File: src/rtl/cpu_pkg.sv
// Shared definitions for the 16-bit pipelined CPU.
//   RESET_PC_DEFAULT : default first fetch address after reset
//   INSTR_W          : instruction / address width
//   fetch_state_t    : fetch FSM states (RUN = streaming, HOLD = instruction parked in hold buffer)
//   pc_inc / pc_even : address helpers (wrap modulo 2^16, force halfword alignment)
package cpu_pkg;

  localparam int unsigned     INSTR_W          = 16;
  localparam logic [15:0]     RESET_PC_DEFAULT = 16'h0000;

  typedef enum logic [0:0] {
    RUN  = 1'b0,
    HOLD = 1'b1
  } fetch_state_t;

  // Next sequential instruction address; FFFE wraps to 0000 with no flag.
  function automatic logic [INSTR_W-1:0] pc_inc(input logic [INSTR_W-1:0] addr);
    return addr + 16'h0002;
  endfunction

  // Instructions are halfword aligned, so bit 0 of any redirect target is dropped.
  function automatic logic [INSTR_W-1:0] pc_even(input logic [INSTR_W-1:0] addr);
    return {addr[INSTR_W-1:1], 1'b0};
  endfunction

endpackage

File: src/rtl/fetch_stage_if.sv
// Instruction-memory read port used by the fetch stage.
//   pc_addr   : read address (byte address, even)
//   pc_rd     : read strobe; data returned on pc_rddata one cycle later
//   pc_rddata : read data
// Modports: master = fetch stage, slave = instruction memory.
interface fetch_stage_if;
  import cpu_pkg::*;

  logic [INSTR_W-1:0] pc_addr;
  logic               pc_rd;
  logic [INSTR_W-1:0] pc_rddata;

  modport master (output pc_addr, output pc_rd, input pc_rddata);
  modport slave  (input pc_addr, input pc_rd, output pc_rddata);

endinterface

File: src/rtl/fetch_hold_buf.sv
// Hold buffer for the fetch stage: parks the fetched word when decode stalls and
// selects what is presented on o_ir.
//   clk, reset   : clock, synchronous active-high reset
//   i_capture    : load i_rddata into the hold register this cycle
//   i_hold_sel   : present the held word (FSM in HOLD)
//   i_rd         : a read was issued last cycle, so i_rddata is meaningful
//   i_rddata     : instruction-memory read data
//   o_ir         : instruction presented to decode
module fetch_hold_buf
  import cpu_pkg::*;
(
  input  logic               clk,
  input  logic               reset,
  input  logic               i_capture,
  input  logic               i_hold_sel,
  input  logic               i_rd,
  input  logic [INSTR_W-1:0] i_rddata,
  output logic [INSTR_W-1:0] o_ir
);

  logic [INSTR_W-1:0] r_hold_ir;

  // Hold register: cleared on reset so a parked word cannot survive it.
  always_ff @(posedge clk) begin
    if (reset) begin
      r_hold_ir <= 16'h0000;
    end else if (i_capture) begin
      r_hold_ir <= i_rddata;
    end else begin
      r_hold_ir <= r_hold_ir;
    end
  end

  // o_ir select; memory data is only trusted when a read was actually issued.
  always_comb begin
    o_ir = 16'h0000;
    if (i_hold_sel) begin
      o_ir = r_hold_ir;
    end else if (i_rd) begin
      o_ir = i_rddata;
    end else begin
      o_ir = 16'h0000;
    end
  end

endmodule

File: src/rtl/fetch_stage.sv
// Instruction-fetch stage: owns the PC, drives the instruction-memory read port and
// presents the fetched instruction plus its PC+2 to decode / the branch resolver.
// Redirects steer the address issued in the same cycle, so they cost no bubble.
//   clk, reset          : clock, synchronous active-high reset
//   i_stall             : decode cannot accept o_ir this cycle
//   i_branch_sig        : instruction on o_ir redirects the PC
//   i_pc_to_be_jumped   : redirect target
//   imem                : instruction-memory read port (master side)
//   o_ir                : instruction presented to decode
//   o_pc_plus_2         : address of o_ir + 2
//   o_valid             : o_ir / o_pc_plus_2 hold a real instruction
module fetch_stage
  import cpu_pkg::*;
#(
  parameter logic [15:0] RESET_PC = RESET_PC_DEFAULT
) (
  input  logic               clk,
  input  logic               reset,
  input  logic               i_stall,
  input  logic               i_branch_sig,
  input  logic [INSTR_W-1:0] i_pc_to_be_jumped,
  fetch_stage_if.master      imem,
  output logic [INSTR_W-1:0] o_ir,
  output logic [INSTR_W-1:0] o_pc_plus_2,
  output logic               o_valid
);

  fetch_state_t       r_st, w_st_nxt;
  logic [INSTR_W-1:0] r_pc, w_pc_nxt;
  logic [INSTR_W-1:0] r_fpc, w_fpc_nxt;
  logic               r_rd, w_rd_nxt;
  logic               w_capture;
  logic               w_valid;
  logic               w_issue;
  logic               w_br;
  logic [INSTR_W-1:0] w_addr;

  // State register for PC, in-flight address, read-pending flag and FSM.
  always_ff @(posedge clk) begin
    if (reset) begin
      r_st  <= RUN;
      r_pc  <= RESET_PC;
      r_fpc <= 16'h0000;
      r_rd  <= 1'b0;
    end else begin
      r_st  <= w_st_nxt;
      r_pc  <= w_pc_nxt;
      r_fpc <= w_fpc_nxt;
      r_rd  <= w_rd_nxt;
    end
  end

  // Next-state, issue address and capture decisions.
  always_comb begin
    w_st_nxt  = r_st;
    w_pc_nxt  = r_pc;
    w_fpc_nxt = r_fpc;
    w_rd_nxt  = r_rd;
    w_capture = 1'b0;

    w_valid = ~reset & ((r_st == HOLD) | r_rd);
    w_issue = ~reset & ~i_stall;
    // A branch only counts against a real instruction, and is ignored while stalled:
    // the resolver re-evaluates the same instruction when the stall drops.
    w_br    = i_branch_sig & w_valid;

    if (reset) begin
      w_addr = RESET_PC;
    end else if (w_issue & w_br) begin
      w_addr = pc_even(i_pc_to_be_jumped);
    end else begin
      w_addr = r_pc;
    end

    if (reset) begin
      w_st_nxt  = RUN;
      w_pc_nxt  = RESET_PC;
      w_fpc_nxt = 16'h0000;
      w_rd_nxt  = 1'b0;
    end else if (!i_stall) begin
      // Issue; in HOLD this also consumes the parked instruction.
      w_pc_nxt  = pc_inc(w_addr);
      w_fpc_nxt = w_addr;
      w_rd_nxt  = 1'b1;
      w_st_nxt  = RUN;
    end else begin
      w_rd_nxt = 1'b0;
      case (r_st)
        RUN: begin
          if (w_valid) begin
            // Memory data is only present this cycle; park it before it disappears.
            w_capture = 1'b1;
            w_st_nxt  = HOLD;
          end else begin
            w_st_nxt  = RUN;
          end
        end
        HOLD:    w_st_nxt = HOLD;
        default: w_st_nxt = RUN;
      endcase
    end
  end

  // Output drive; everything is forced to its idle value while reset is high.
  always_comb begin
    imem.pc_addr = w_addr;
    imem.pc_rd   = w_issue;
    o_valid      = w_valid;
    if (reset) begin
      o_pc_plus_2 = 16'h0002;
    end else begin
      o_pc_plus_2 = pc_inc(r_fpc);
    end
  end

  fetch_hold_buf u_hold_buf (
    .clk        (clk),
    .reset      (reset),
    .i_capture  (w_capture),
    .i_hold_sel (~reset & (r_st == HOLD)),
    .i_rd       (~reset & r_rd),
    .i_rddata   (imem.pc_rddata),
    .o_ir       (o_ir)
  );

endmodule

File: src/flat_wrapper.sv
// flat-port wrapper written by rule: the top's interface ports become plain ports
module fetch_stage_flat import cpu_pkg::*;
#(
  parameter logic [15:0] RESET_PC = RESET_PC_DEFAULT
)
  (clk, reset, i_stall, i_branch_sig, i_pc_to_be_jumped, o_ir, o_pc_plus_2, o_valid, imem_pc_addr, imem_pc_rd, imem_pc_rddata);
  fetch_stage_if imem_i ();
  input  logic clk;
  input  logic reset;
  input  logic i_stall;
  input  logic i_branch_sig;
  input  logic [INSTR_W-1:0] i_pc_to_be_jumped;
  output logic [INSTR_W-1:0] o_ir;
  output logic [INSTR_W-1:0] o_pc_plus_2;
  output logic o_valid;
  output wire logic [$bits(imem_i.pc_addr)-1:0] imem_pc_addr;
  output wire logic [$bits(imem_i.pc_rd)-1:0] imem_pc_rd;
  input wire logic [$bits(imem_i.pc_rddata)-1:0] imem_pc_rddata;
  assign imem_pc_addr = imem_i.pc_addr;
  assign imem_pc_rd = imem_i.pc_rd;
  assign imem_i.pc_rddata = imem_pc_rddata;
  fetch_stage #(.RESET_PC(RESET_PC)) u_core (.clk(clk), .reset(reset), .i_stall(i_stall), .i_branch_sig(i_branch_sig), .i_pc_to_be_jumped(i_pc_to_be_jumped), .imem(imem_i), .o_ir(o_ir), .o_pc_plus_2(o_pc_plus_2), .o_valid(o_valid));
endmodule
File: config.mk
export PLATFORM = sky130hd
export DESIGN_NAME = fetch_stage_flat
export DESIGN_NICKNAME = d
export VERILOG_FILES = /design/src/rtl/cpu_pkg.sv /design/src/rtl/fetch_stage_if.sv /design/src/rtl/fetch_hold_buf.sv /design/src/rtl/fetch_stage.sv /design/src/flat_wrapper.sv
export SDC_FILE = /design/constraint.sdc
export NUM_CORES = 1
export LEC_CHECK = 0
export CAP_MARGIN = 20
export CORE_ASPECT_RATIO = 0.6
export CORE_MARGIN = 2
export CORE_UTILIZATION = 50
export DETAILED_ROUTE_END_ITERATION = 12
export HOLD_SLACK_MARGIN = 0.02
export PLACE_DENSITY = 0.81
export SYNTH_ARGS = -nofsm -noshare
export SYNTH_HDL_FRONTEND = slang
export SYNTH_SLANG_ARGS = --single-unit
File: constraint.sdc
create_clock -name clk -period 4.66 [get_ports clk]
set_input_delay 0.932 -clock clk [delete_from_list [all_inputs] [get_ports clk]]
set_output_delay 0.932 -clock clk [all_outputs]
set_load 0.01 [all_outputs]
== Word level (Yosys, flattened, before mapping) ==
Cells that the tools add are included.

* Flip-flop bits (word level): 50
* Latch bits: 0
* Memory bits (writable): 0
* Memory bits (read-only): 0
* Output and inout bits: 50
* Logic and storage cells: 29
* Memories kept: 0

* Add/sub/neg operators: 2
* Multipliers: 0
* Divide/modulo/power cells: 0
* Order comparisons: 0
* Equality and inequality tests: 0
* Shifts and indexed selects: 0
* Mux-type cells: 11
* Bitwise operators: 10
* Reductions and logical operators: 1

{| class="wikitable"
|+ Operator list
! kind !! count
|-
| 16-bit two-way mux || 5
|-
| 16-bit by 2-bit adder with 16-bit output, second input constant || 2
|-
| 1-bit AND || 6
|-
| 1-bit two-way mux || 5
|-
| 1-bit NOT || 3
|-
| 1-bit case mux with 2 select lines || 1
|-
| 2-bit OR reduction || 1
|-
| 1-bit bitwise OR || 1
|}

== Logic depth before layout (Yosys ltp) ==
Gate-level depths: netlist of the first run.

* Depth in word-level cells: 7
* Mapped depth: 13

== Cells and area by module ==
From an unflattened synthesis of the first run, not the netlist that was laid out.

* Cell total of the unflattened synthesis: 401
* Area total of the unflattened synthesis: 3106.7 um2

{| class="wikitable"
|+ By module, submodules not included
! module !! instances !! cells an instance !! area an instance (um2) !! seq. area each (um2)
|-
| fetch_stage || 1 || 296 || 2296.0 || 660.6
|-
| fetch_hold_buf || 1 || 105 || 810.8 || 320.3
|}

== Worst setup path before layout of the first run ==
OpenSTA, ideal clock, no wires.

* Kind: input-to-reg
* Start: in i_stall
* End: reg u_core.r_pc[13]
* Setup time: 0.133 ns
* Data arrival time: 3.475 ns
* Required time: 4.527 ns
* Slack: 1.052 ns
* Stages: 13
* Cells stage by stage: buf_2 -> nand2b_4 -> buf_6 -> nor2_2 -> buf_2 -> mux2i_1 -> nor2_1 -> ha_1 -> and4b_1 -> nor4b_2 -> o22ai_1 -> o311ai_0 -> a31oi_1

* Word-level cells in the longest chain between the ends: 6

{| class="wikitable"
|+ RTL lines
! element !! line !! source
|-
| from (decl) || flat_wrapper.sv:10 || <nowiki>input logic i_stall;</nowiki>
|-
| 1-bit NOT || fetch_stage.sv:62 || <nowiki>w_issue = ~reset & ~i_stall;</nowiki>
|-
| 1-bit AND || fetch_stage.sv:62 ||
|-
| 1-bit AND || fetch_stage.sv:69 || <nowiki>end else if (w_issue & w_br) begin</nowiki>
|-
| 16-bit two-way mux || fetch_stage.sv:69 ||
|-
| 16-bit two-way mux || fetch_stage.sv:67 || <nowiki>if (reset) begin</nowiki>
|-
| via imem_pc_addr[2] || flat_wrapper.sv:16 || <nowiki>output wire logic [$bits(imem_i.pc_addr)-1:0] imem_pc_addr;</nowiki>
|-
| 16-bit by 2-bit adder with 16-bit output || cpu_pkg.sv:18 || <nowiki>return addr + 16'h0002;</nowiki>
|-
| to (signal assigned) || fetch_stage.sv:47 || <nowiki>r_pc <= w_pc_nxt;</nowiki>
|-
| to (decl) || fetch_stage.sv:29 || <nowiki>logic [INSTR_W-1:0] r_pc, w_pc_nxt;</nowiki>
|}

The timed path passes the listed nets, and every way through them passes these cells.
A chain may end at the register's enable or synchronous reset.

== Worst setup path after layout of the first run ==
* Start: in i_branch_sig
* End: out imem_pc_addr[11]

* Word-level cells in the longest chain between the ends: 4

{| class="wikitable"
|+ RTL lines
! element !! line !! source
|-
| from (decl) || flat_wrapper.sv:11 || <nowiki>input logic i_branch_sig;</nowiki>
|-
| 1-bit AND || fetch_stage.sv:65 || <nowiki>w_br = i_branch_sig & w_valid;</nowiki>
|-
| 1-bit AND || fetch_stage.sv:69 ||
|-
| 16-bit two-way mux || fetch_stage.sv:69 ||
|-
| 16-bit two-way mux || fetch_stage.sv:67 ||
|-
| to (decl) || flat_wrapper.sv:16 ||
|}

Every way passes these cells.

==> results of run 1 <==
==> cell usage after synthesis, drive strengths merged, types with 6 or more instances <==
| master | instances | area, um2 |
|---|---|---|
| and2 | 6 | 37.5 |
| clkbuf | 25 | 93.8 |
| a211oi | 18 | 158 |
| nand4 | 8 | 50.1 |
| mux2i | 15 | 150 |
| nor3 | 11 | 55.1 |
| and3 | 7 | 43.8 |
| xor2 | 9 | 78.8 |
| o21ai | 32 | 160 |
| buf | 10 | 70.1 |
| dfxtp | 49 | 981 |
| nand3 | 16 | 80.1 |
| nand2 | 71 | 267 |
| inv | 8 | 32.5 |
| nor2 | 87 | 344 |
| a21oi | 36 | 180 |
==> cell type report <==
cell class | instances | area [um2] | area share, %
flip-flops and latches | 49 | 981 | 22.2
clock buffers | 6 | 139 | 3.14
well taps | 87 | 109 | 2.46
multi-input cells | 386 | 2210 | 50.0
repair buffers | 94 | 911 | 20.6
clock inverters | 2 | 37.5 | 0.849
inverters | 8 | 32.5 | 0.736
==> metal layers <==
layer,up-vias,wire [um]
met5,-,0
met4,0,146
met3,18,1130
met2,209,4650
met1,1813,4930
li1,1818,-
==> layout by cell type, fill, tap and decap left out, types with 3 or more instances in the layout <==
cell	count
sky130_fd_sc_hd__a211oi_1	15
sky130_fd_sc_hd__a21oi_1	36
sky130_fd_sc_hd__a31oi_1	4
sky130_fd_sc_hd__and2_1	6
sky130_fd_sc_hd__and3_1	7
sky130_fd_sc_hd__and4_1	3
sky130_fd_sc_hd__buf_4	10
sky130_fd_sc_hd__clkbuf_16	5
sky130_fd_sc_hd__clkdlybuf4s50_1	83
sky130_fd_sc_hd__dfxtp_1	49
sky130_fd_sc_hd__inv_1	6
sky130_fd_sc_hd__mux2i_1	15
sky130_fd_sc_hd__nand2_1	71
sky130_fd_sc_hd__nand3_1	16
sky130_fd_sc_hd__nand4_1	8
sky130_fd_sc_hd__nand4b_1	5
sky130_fd_sc_hd__nor2_1	84
sky130_fd_sc_hd__nor2b_1	3
sky130_fd_sc_hd__nor3_1	11
sky130_fd_sc_hd__o211ai_1	3
sky130_fd_sc_hd__o21ai_0	32
sky130_fd_sc_hd__o22ai_1	4
sky130_fd_sc_hd__o311ai_0	3
sky130_fd_sc_hd__or3_1	3
sky130_fd_sc_hd__xnor2_1	5
sky130_fd_sc_hd__xor2_1	9
==> through the flow <==
stage / total power, uW / hold WS (ns) / instances
after floorplan: 560 / 0.436 / 478
after global routing: 1120 / 0.490 / 632
after CTS: 1090 / 0.465 / 632
after global placement: 643 / 0.443 / 624
final: 1090 / 0.459 / 632
after detailed placement: 648 / 0.455 / 624
==> cell families after synthesis <==
kind of cell    Yosys count  share of synthesized area [%]
compound gates          117                           22.3
xor+xnor                 14                           3.62
fa+ha+maj                 2                          0.740
buf+inv                  43                           5.81
flops                    49                           29.0
mux                      16                           4.88
simple gates            237                           33.6
==> sequential cells by signal (all words and copies together) (netlist names) <==
| register | cells |
|---|---|
| u_core.r_pc | 15 |
| u_core.r_st | 1 |
| u_core.u_hold_buf.r_hold_ir | 16 |
| u_core.r_rd | 1 |
| u_core.r_fpc | 16 |
==> critical path: cells and delay by family <==
kind | cells | cell delay [ns]
AND/OR/NAND/NOR | 4 | 1.09
buffers and inverters | 2 | 1.08
AO/OA/AOI/OAI | 1 | 0.09
==> how the worst min path moves through the flow <==
stage,from,to,depth (start not counted)
2_1_floorplan,u_core.u_hold_buf.r_hold_ir[0],u_core.u_hold_buf.r_hold_ir[0],2
3_3_place_gp,u_core.u_hold_buf.r_hold_ir[8],u_core.u_hold_buf.r_hold_ir[8],2
3_5_place_dp,u_core.u_hold_buf.r_hold_ir[9],u_core.u_hold_buf.r_hold_ir[9],2
4_1_cts,u_core.u_hold_buf.r_hold_ir[5],u_core.u_hold_buf.r_hold_ir[5],2
5_1_grt,u_core.u_hold_buf.r_hold_ir[3],u_core.u_hold_buf.r_hold_ir[3],2
6_report,u_core.u_hold_buf.r_hold_ir[1],u_core.u_hold_buf.r_hold_ir[1],2
==> where the power goes <==
part | switching [uW] | internal [uW] | total [uW]
registers | 20.7 | 435 | 456
logic | 103 | 84.5 | 188
clock network | 176 | 268 | 444
==> results.toml, run 1 <==
[placement]
post-dp-hpwl_um = 7640
place.gp.congestion = 0.953
placed_cell_area_um2 = 4250
dp_worst_setup_slack_ns = 0.568
buffer_ports.inserted = 84

[job]
cap_viol_max_count = 0

[timing]
setup_viol = 0
finalCritPeriodShare_pct = 88.7
timing_worst_slew_pin_value_ns = 0.881
time_the_final_worst_path_needs_with_i_o_delays_and_setup_ns = 4.14
finalSetupTns_ns = 0
timing.max_slew.rel_slack_pct = 41.2
maxClockFrequency_mhz = 242
final_hold_vio_count = 0
worst_slack_ns = 0.525
clock-skew-final_ns = 0.00489
rsz0062_at_grt = "false"
slew_violations = 0

[clocking]
clock_path_buffers = 2
ctsHtreeMaxLevel = 2
cts_num_sinks = 49
library_cell_used_as_clock_root_buffer = "sky130_fd_sc_hd__clkbuf_16"
cts_made_buffers = 5
postCtsHoldBufs = 0
post_cts_buffers = 0
clock_pin_transition_on_the_worst_setup_and_hold_timing_paths_ns = 0.07
post_cts.resized_instances = 0
cts_tree = "yes"
worst_skew_pair.late_latency_ns = 0.30

[power]
power_density_nw_per_um2 = 246
vdd.ir_drop.worst_uv = 144
leakagePower_uw = 0.00151

[yosys]
synth_ff_type = "sky130_fd_sc_hd__dfxtp_1"
synth.ff_latch_count = 49
synth-seq-area-share_pct = 29.0
synth_cells = 478
postSynthNetCount = 516
synth-edff-count = 0
synth_area_um2 = 3380
async_reset_ff_share_pct = 0
synthesis_warning_total = 0
synth_area_per_cell_um2 = 7.08
synth_cell_types = 62

[die]
start_util_pct = 51.1
chipHeight_um = 67.7
num_rows = 23
core_region_area_um2 = 6620
dieArea_um2 = 7460
ioPinCount = 86
die-width_um = 110

[route]
drtAntennaViolNets = 0
viasPerCell = 6.10
drt_iter0_markers = 440
route.detailed.drc = 0
wl_um = 10900
first_pass_iters = 5
num_vias = 3858
detail_route.wl_per_cell_um = 17.2

[finish]
utilization_pct = 66.8
postLayoutCellArea_um2 = 4420
fillCellCount = 592
diodes = 0
synthToLayoutAreaGrowth_pct = 30.7
drive_above_1_share_pct = 6.97
fin_nets = 582

[setup_path]
slowest_stage = "sky130_fd_sc_hd__clkdlybuf4s50_1"
reg2reg_setup_slack_ns = 1.05
r2r-end = "u_core.r_pc[13]"
worst_setup_ep_type = "output port"
r2r_start = "u_core.r_rd"
worstSetupStartpoint = "i_branch_sig"
required_time_reported_for_the_critical_path_endpoint_ns = 3.73
crit_arrival_ns = 3.20
worst_setup_path_endpoint = "imem_pc_addr[11]"
worst_path_largest_cell_delay_ns = 0.55
timing.critical_path.cells = "clkdlybuf4s50_1 -> nor2b_1 -> nand2_1 -> nor2_1 -> a21oi_1 -> nor2_1 -> clkdlybuf4s50_1"
reg2reg_depth = 10
critical_path.max_fanout = 13
cp-start-kind = "primary input"
critPathKind = "primary input to output port"

[grt]
grt_remaining_overflow = 0
global_route_met2_utilization_pct = 44.0
grt_most_used_layer = "met2"
global_route_usage_sum_pct = 29.5
global_route_wire_length_before_repair_um = 16800
largest_net_degree_at_the_start_of_global_routing = 38
grt.met1_usage_pct = 42.7
antenna_found_initial = 0
first_global_vias = 3385
met3_usage_pct = 5.50

[outcome]
result_of_the_run = "finished, final reports clean"

[min_path]
holdCritPathClass = "register to register"
(Power assumes the default switching activity.)
==> run 2, diff against run 1 <==
--- a/config.mk
+++ b/config.mk
@@ -10,6 +10,7 @@
 export CORE_MARGIN = 2
 export CORE_UTILIZATION = 50
 export DETAILED_ROUTE_END_ITERATION = 12
+export GPL_TIMING_DRIVEN = 0
 export HOLD_SLACK_MARGIN = 0.02
 export PLACE_DENSITY = 0.81
 export SYNTH_ARGS = -nofsm -noshare
==> run 2 against run 1 <==
  * Fmax down 7.8%
  * Register-to-register slack better by 0.19 ns
  * Worst setup slack worse by 0.35 ns
  * First-iteration DRC count down 5.2%
  * Combinational power up 7%
  * Hold slack better by 0.0029 ns
  * Largest power group unchanged
  * Highest routed layer unchanged
==> results.toml, run 2 (synthesis gave the netlist of run 1 again) <==
[grt]
first_global_vias = 3541
met3_usage_pct = 8.20
global_route_usage_sum_pct = 32.0
largest_net_degree_at_the_start_of_global_routing = 16
antenna_found_initial = 0
grt_most_used_layer = "met1"
global_route_met2_utilization_pct = 46.1
global_route_wire_length_before_repair_um = 18200
grt.met1_usage_pct = 48.0
grt_remaining_overflow = 0

[setup_path]
timing.critical_path.cells = "clkdlybuf4s50_1 -> clkbuf_1 -> clkbuf_1 -> clkbuf_1 -> nor2_1 -> clkdlybuf4s50_1"
cp-start-kind = "primary input"
critPathKind = "primary input to output port"
crit_arrival_ns = 3.56
worst_setup_ep_type = "output port"
reg2reg_depth = 12
critical_path.max_fanout = 10
required_time_reported_for_the_critical_path_endpoint_ns = 3.73
worst_path_largest_cell_delay_ns = 0.56
slowest_stage = "sky130_fd_sc_hd__clkdlybuf4s50_1"
timing.critical_path.mode_cell = "sky130_fd_sc_hd__clkbuf_1"

[min_path]
hold-path-cell-count = 2
holdCritPathClass = "register to register"

[timing]
slew_violations = 0
clock-skew-final_ns = 0.00472
time_the_final_worst_path_needs_with_i_o_delays_and_setup_ns = 4.49
final_hold_vio_count = 0
maxClockFrequency_mhz = 223
timing_worst_slew_pin_value_ns = 0.633
finalSetupTns_ns = 0
setup_viol = 0
timing.max_slew.rel_slack_pct = 57.2
rsz0062_at_grt = "false"
fin_hold_ws_ns = 0.462
finalCritPeriodShare_pct = 96.3
worst_slack_ns = 0.173

[outcome]
result_of_the_run = "finished, final reports clean"

[finish]
top_regs = "u_core.r_fpc x16, u_core.u_hold_buf.r_hold_ir x16, u_core.r_pc x15"
fin_nets = 606
drive_above_1_share_pct = 6.33
diodes = 0
layout_common_cells = "84 x sky130_fd_sc_hd__nor2_1, 83 x sky130_fd_sc_hd__clkdlybuf4s50_1, 71 x sky130_fd_sc_hd__nand2_1"
layout_commonest_cell = "sky130_fd_sc_hd__nor2_1"
final_cell_count_no_fill = 656
synthToLayoutAreaGrowth_pct = 33.0

[placement]
buffer_ports.inserted = 83
placed_cells = 648
place.gp.congestion = 0.903
dp_worst_setup_slack_ns = 0.122
post-dp-hpwl_um = 8840

[die]
start_util_pct = 51.1
core_region_area_um2 = 6620
ioPinCount = 86
die-width_um = 110
dieArea_um2 = 7460
num_rows = 23
chipHeight_um = 67.7

[route]
drt_iter0_markers = 417
detail_route.wl_per_cell_um = 17.8
drtAntennaViolNets = 0
viasPerCell = 6.06
wl_um = 11600
first_pass_iters = 5
route.detailed.drc = 0
num_vias = 3973

[clocking]
ctsHtreeMaxLevel = 2
post_cts_buffers = 0
clock_path_buffers = 2
clock_pin_transition_on_the_worst_setup_and_hold_timing_paths_ns = 0.07
cts_tree = "yes"
cts_made_buffers = 5
worst_skew_pair.late_latency_ns = 0.29
library_cell_used_as_clock_root_buffer = "sky130_fd_sc_hd__clkbuf_16"
cts_num_sinks = 49

[power]
vdd.ir_drop.worst_uv = 197
leakagePower_uw = 0.00154
p_total_uw = 1090
power_density_nw_per_um2 = 242

[job]
cap_viol_max_count = 0
run 2: what timing repair did:
action                     4_1_cts  5_1_grt
hold buffers                     0        0
setup endpoints to repair        0        3
resized for setup                0        2
run 2: layout make-up:
| type | instances | area, um2 |
|---|---|---|
| clock buffer | 6 | 139 |
| timing repair buffer | 83 | 831 |
| buffer | 35 | 165 |
| sequential | 49 | 981 |
| tap | 87 | 109 |
| multi-input combinational | 386 | 2210 |
| fill | 573 | 2120 |
| clock inverter | 2 | 37.5 |
| inverter | 8 | 32.5 |
run 2: layer usage:
layer / share of wire (%) / wire [um]
met1: 47 / 5480
met2: 41 / 4750
met3: 12 / 1360
met4: 0.46 / 53
met5: 0 / 0
run 2: worst max-delay path, delay by kind of cell:
kind / cells / cell delay [ns]
buffers and inverters: 5 / 2.46
AND/OR/NAND/NOR: 1 / 0.15
run 2: worst paths after layout:
path                                  startpoint  slack, ns                             end
setup / recovery                           reset       0.17                         o_ir[0]
hold / removal    u_core.u_hold_buf.r_hold_ir[9]       0.46  u_core.u_hold_buf.r_hold_ir[9]
setup reg to reg                     u_core.r_rd       1.24                 u_core.r_pc[13]
hold reg to reg   u_core.u_hold_buf.r_hold_ir[9]       0.46  u_core.u_hold_buf.r_hold_ir[9]
run 2: where the power goes:
part	total, uW	internal, uW	leakage (uW)	switching (uW)
registers	453	435	0.000400	17.4
logic	202	88.0	0.00105	114
clock network	434	268	0.0000831	165
run 2: metrics by stage:
step / util (%) / area [um2]
after floorplan: - / 3380
after global placement: 65.3 / 4320
after detailed placement: 65.3 / 4320
after CTS: 68.0 / 4500
after global routing: 68.0 / 4500
final: 68.0 / 4500
